$ cat src/rtl/apb_slave_regfile.sv
// apb_slave_regfile
// APB completer with a small bank of 32-bit registers, fixed wait states and
// error signalling. Register 0 is a read-only ID word; registers 1..NUM_REGS-1
// are read/write and clear on reset.
//
// Handshake: a transfer starts when this slave's select bit is high with
// Penable low (setup phase). The following access phase holds select and
// Penable high; Pready rises after WAIT_CYCLES low cycles and the transfer
// completes on the rising edge where Pready is high. Dropping select during
// the access phase abandons the transfer without side effects.
//
// Ports:
//   Hclk        in   system clock, rising edge
//   Hresetn     in   asynchronous active-low reset
//   Pselx[2:0]  in   one-hot slave select, bit SLV_INDEX selects this slave
//   Penable     in   access-phase marker
//   Pwrite      in   1 = write, 0 = read
//   Paddr[31:0] in   byte address, word index in Paddr[5:2]
//   Pwdata[31:0]in   write data
//   Prdata[31:0]out  read data, non-zero only on a good read completion
//   Pready      out  transfer complete
//   Pslverr     out  error response, only together with Pready
//   dbg_state_o out  current FSM state (0 = IDLE, 1 = ACCESS)
module apb_slave_regfile #(
    parameter int          SLV_INDEX   = 0,
    parameter int          NUM_REGS    = 8,
    parameter int          WAIT_CYCLES = 2,
    parameter logic [31:0] ID_VALUE    = 32'hA9B0_0001
) (
    input  logic        Hclk,
    input  logic        Hresetn,
    input  logic [2:0]  Pselx,
    input  logic        Penable,
    input  logic        Pwrite,
    input  logic [31:0] Paddr,
    input  logic [31:0] Pwdata,
    output logic [31:0] Prdata,
    output logic        Pready,
    output logic        Pslverr,
    output logic        dbg_state_o
);

    typedef enum logic {
        S_IDLE   = 1'b0,
        S_ACCESS = 1'b1
    } state_e;

    state_e      state_q, state_d;
    logic [3:0]  cnt_q, cnt_d;
    logic [3:0]  idx_q, idx_d;
    logic        write_q, write_d;
    logic        err_q, err_d;
    logic [31:0] wdata_q, wdata_d;
    logic [31:0] regs_q [NUM_REGS];

    logic        sel;
    logic [3:0]  idx_in;
    logic        err_in;
    logic        done;
    logic        do_write;
    logic [31:0] rd_val;

    // Upper address bits are decoded by the bridge, other select bits belong
    // to other slaves.
    logic unused_bits;
    assign unused_bits = ^{Paddr[31:6], Pselx & ~(3'b001 << SLV_INDEX)};

    assign sel    = Pselx[SLV_INDEX];
    assign idx_in = Paddr[5:2];
    // Error is decided once at setup so the whole access phase sees a
    // stable answer.
    assign err_in = (Paddr[1:0] != 2'b00) ||
                    ({1'b0, idx_in} >= 5'(NUM_REGS)) ||
                    (Pwrite && (idx_in == 4'd0));

    assign done     = (state_q == S_ACCESS) && sel && (cnt_q == 4'd0);
    assign do_write = done && write_q && !err_q;

    // State register plus latched transfer attributes
    always_ff @(posedge Hclk or negedge Hresetn) begin
        if (!Hresetn) begin
            state_q <= S_IDLE;
            cnt_q   <= 4'd0;
            idx_q   <= 4'd0;
            write_q <= 1'b0;
            err_q   <= 1'b0;
            wdata_q <= 32'd0;
        end else begin
            state_q <= state_d;
            cnt_q   <= cnt_d;
            idx_q   <= idx_d;
            write_q <= write_d;
            err_q   <= err_d;
            wdata_q <= wdata_d;
        end
    end

    // Next-state logic
    always_comb begin
        state_d = state_q;
        cnt_d   = cnt_q;
        idx_d   = idx_q;
        write_d = write_q;
        err_d   = err_q;
        wdata_d = wdata_q;
        case (state_q)
            S_IDLE: begin
                // sel with Penable already high is not a valid setup phase
                if (sel && !Penable) begin
                    state_d = S_ACCESS;
                    cnt_d   = 4'(WAIT_CYCLES);
                    idx_d   = idx_in;
                    write_d = Pwrite;
                    err_d   = err_in;
                    wdata_d = Pwdata;
                end
            end
            S_ACCESS: begin
                if (!sel) begin
                    state_d = S_IDLE;
                    cnt_d   = 4'd0;
                end else if (cnt_q != 4'd0) begin
                    cnt_d = cnt_q - 4'd1;
                end else begin
                    state_d = S_IDLE;
                end
            end
            default: state_d = S_IDLE;
        endcase
    end

    // Register bank; index 0 is never stored, it reads as ID_VALUE
    always_ff @(posedge Hclk or negedge Hresetn) begin
        if (!Hresetn) begin
            for (int i = 0; i < NUM_REGS; i++) begin
                regs_q[i] <= 32'd0;
            end
        end else begin
            for (int i = 1; i < NUM_REGS; i++) begin
                if (do_write && (idx_q == 4'(i))) begin
                    regs_q[i] <= wdata_q;
                end
            end
        end
    end

    // Outputs depend only on registered state, so reset clears them at once
    always_comb begin
        rd_val = 32'd0;
        if (idx_q == 4'd0) begin
            rd_val = ID_VALUE;
        end else begin
            for (int i = 1; i < NUM_REGS; i++) begin
                if (idx_q == 4'(i)) begin
                    rd_val = regs_q[i];
                end
            end
        end
        Pready      = (state_q == S_ACCESS) && (cnt_q == 4'd0);
        Pslverr     = Pready && err_q;
        Prdata      = (Pready && !write_q && !err_q) ? rd_val : 32'd0;
        dbg_state_o = state_q;
    end

endmodule

$ cat config.mk
export PLATFORM = sky130hd
export DESIGN_NAME = apb_slave_regfile
export DESIGN_NICKNAME = d
export VERILOG_FILES = /design/src/rtl/apb_slave_regfile.sv
export SDC_FILE = /design/constraint.sdc
export NUM_CORES = 1
export LEC_CHECK = 0
export CAP_MARGIN = 0
export CELL_PAD_IN_SITES_DETAIL_PLACEMENT = 1
export CELL_PAD_IN_SITES_GLOBAL_PLACEMENT = 2
export CORE_MARGIN = 2
export CORE_UTILIZATION = 25
export DETAILED_ROUTE_END_ITERATION = 6
export GPL_TIMING_DRIVEN = 0
export PLACE_DENSITY = 0.66
export RECOVER_POWER = 25
export SETUP_SLACK_MARGIN = 0.2
export SLEW_MARGIN = 20
export SYNTH_ARGS = -nofsm -noshare
export SYNTH_HDL_FRONTEND = slang
export SYNTH_SLANG_ARGS = --single-unit
$ cat constraint.sdc
create_clock -name Hclk -period 6.7 [get_ports Hclk]
set_input_delay 1.005 -clock Hclk [delete_from_list [all_inputs] [get_ports Hclk]]
set_output_delay 1.005 -clock Hclk [all_outputs]
set_load 0.01 [all_outputs]
==> summary.md <==
CTS
- sinks on the clock net: 267
- Clk Latency, worst-skew pair: 580 ps
- number of clock buffers inserted by TritonCTS: 30
- CTS clock-pin slew for the worst setup and hold paths: 60 ps
- H-tree levels: 1
- Post-CTS Repair Setup Buffers: 0
- CTS resizes: 0
- hold buffer count at cts: 0
- Max Root-Sink Buffers: 3
- buffer cell driving the clock tree root: clkbuf_16
- clock tree from TritonCTS: yes

Global routing
- via count of the first global-routing pass: 8945
- antenna violations before repair: 0
- maximum number of pins on one net before global-route repair: 94
- combined global-route utilization of all metal layers: 0.150
- grt ovf: 0
- wire length of the first global-routing pass: 57.8 mm

Synth
- cell taking the most area after synthesis: dfrtp_1
- most used standard cell by instance count after synthesis: dfrtp_1
- number of flops mapped to enable cells by yosys: 0
- warnings from Yosys: 0
- fraction of the yosys area taken by sequential cells: 0.541
- total of flip-flops plus latches after synthesis: 267
- Gate Count Post-Synth: 955
- cell area after technology mapping: 12300 µm²
- most used flip-flop cell after synthesis: dfrtp_1
- ranking of synthesized cells by instance count: 267 x dfrtp_1, 171 x mux2_2, 90 x mux2_4
- post-synthesis async set-or-reset flop share: 1.00
- portion of synthesized cell area occupied by the leading cell type: 0.541
- syn avg cell area: 12.9 µm²
- top cells by area in the synthesized netlist: dfrtp_1 54%, mux2_2 16%, mux2_4 11%
- Net Count, Synth: 1027
- number of distinct library cell variants in the gate-level netlist after synthesis: 36

Placement
- final weighted congestion in routability-driven placement: 0.733
- Buffers on Ports: 77
- Worst Setup Slack post-DPL: 2040 ps
- total half-perimeter wirelength after legalization and detailed placement: 25.1 mm

STA
- headroom to the max-slew limit: 0.366
- Max Fclk: 193 MHz
- RSZ-0062 raised after global routing: false
- Least-Margin Pin Slew: 952 ps
- count of endpoints failing setup in the final report: 0
- Max Transition Viols Final: 0
- final worst hold slack: 493 ps
- Worst Setup Slack, final: 1530 ps
- final worst path period share: 0.772
- Max Clock Skew: 21.7 ps
- Final Hold Fails: 0
- Period minus WS final: 5170 ps
- final total negative setup slack: 0 ps

Worst setup path
- arrival time at the worst endpoint: 4170 ps
- kind of critical path: flop to output pin
- crit path cell chain: inv_1 > ha_1 > nor3b_4 > nand3b_1 > nor2_1 > clkbuf_1 > o21ai_0 > a21oi_1 > clkdlybuf4s50_1
- sort of element at the start of the critical path: flop
- nature of the critical path endpoint: output pin
- stage delay of the slowest cell on the critical path: 620 ps
- WP data required: 5690 ps
- CP max stage cell: clkdlybuf4s50_1
- maximum fanout count along the critical path: 10

Routing
- Wirelength per Cell: 21.4 µm
- number of design rule violations left after detail routing: 0
- sum of routed wire length over all layers: 37.5 mm
- via density per instance: 4.68
- Routed Antenna Nets: 0
- vias after detailed routing: 8207
- detailed-routing iteration count for the pre-antenna-repair pass: 4
- DRT iter0 DRCs: 410

Final layout
- fillers: 5320
- number of nets in the finished design: 1139
- total area of multi-input combinational cells: 5270 µm²
- sequential standard cell area: 6680 µm²
- fraction of layout cells with a size suffix above 1: 0.312
- area overhead of the layout relative to synthesis: 21.8%

Run status
- run status: finished, final reports clean

Floorplan
- std cell rows: 81
- initial core utilization: 0.253
- I/O Pins: 106
- DIE HEIGHT: 226 µm
- Die Area: 51200 µm²
- Die X-Extent: 226 µm
- placeable core region: 48800 µm²

Flow run
- count of maximum capacitance violations: 0

Pwr
- P_leak: 0.00683 µW
- worst-case vdd ir drop: 0.200 mV
- power density over the cells: 296 nW/µm²

Worst hold path
- class of the tightest hold or removal check: flop to flop

## stage by stage
| step | total power, µW | util | std cells | area (µm²) |
|---|---|---|---|---|
| floorplan | 2370 | - | 955 | 12300 |
| global placement | 2760 | 0.285 | 1696 | 13900 |
| detailed placement | 2780 | 0.287 | 1699 | 14000 |
| CTS | 4510 | 0.308 | 1752 | 15000 |
| global route | 4670 | 0.308 | 1752 | 15000 |
| finish | 4450 | 0.308 | 1753 | 15000 |
## sequential cells by signal (all words and copies together), names as in the netlist
name and cells:
dbg_state_o 1, write_q 1, wdata_q 32, cnt_q 4
err_q 1, regs_q 224, idx_q 4
## critical path: cells and delay by family, from the launching register on
family / cells / cell delay [ps]
buffers and inverters: 3 / 1270
AO/OA/AOI/OAI: 2 / 520
AND/OR/NAND/NOR: 3 / 1210
flip-flops: 1 / 390
adder cells (fa/ha/maj): 1 / 220
## kinds of logic after synthesis
logic type,share of synthesized area
buf+inv,0.0315
compound gates,0.107
simple gates,0.0437
fa+ha+maj,0.00101
xor+xnor,0.000710
flops,0.541
mux,0.275
## layout by cell type, fill, tap and decap left out, types with 5 or more instances in the layout
master and count:
o22ai_1 27, buf_6 9, clkbuf_1 48, a21oi_1 59
mux2_4 90, clkbuf_16 30, nand2b_1 5, mux2i_1 7
mux2_2 171, nand2_1 35, buf_1 6, buf_2 17
a22oi_1 25, o221ai_1 23, dfrtp_1 267, a221oi_1 8
clkdlybuf4s50_1 76, clkbuf_8 5, nand3_1 8, o21ai_0 78
nor2_1 45, inv_1 11
## path summary, 6_finish.rpt
kind | start | end | slack (ps) | cells past startpoint
hold / removal | regs_q[132]$_DFFE_PN0P_ | regs_q[132]$_DFFE_PN0P_ | 490 | 1
max in group asynchronous | Hresetn | regs_q[77]$_DFFE_PN0P_ | 4870 | 4
setup reg to reg | idx_q[3]$_DFFE_PN0P_ | regs_q[51]$_DFFE_PN0P_ | 3750 | 6
setup / recovery | cnt_q[0]$_DFFE_PN0P_ | Prdata[28] | 1530 | 9
hold reg to reg | regs_q[132]$_DFFE_PN0P_ | regs_q[132]$_DFFE_PN0P_ | 490 | 1
min in group asynchronous | Hresetn | regs_q[119]$_DFFE_PN0P_ | 560 | 2
## routing by layer
layer,GRT usage,share of wire,vias up
li1,-,-,3712
met5,0,0,-
met3,0.0194,0.035,49
met1,0.208,0.47,4319
met4,0.0435,0.022,0
met2,0.244,0.47,127
## final cells by class
| type | count | share of cell area |
|---|---|---|
| inverter | 11 | 0.00275 |
| timing repair buffer | 80 | 0.0563 |
| multi-input combinational | 608 | 0.351 |
| buffer | 69 | 0.0231 |
| antenna | 1 | 0.000166 |
| clock inverter | 8 | 0.0101 |
| tap | 664 | 0.0553 |
| clock buffer | 45 | 0.0570 |
| sequential | 267 | 0.444 |
## power by group
part	internal, µW	switching, µW
Sequential	1730	181
Combinational	310	527
Clock	1030	677
Total	3070	1390
Note: power is estimated with default switching activity, not from simulation.
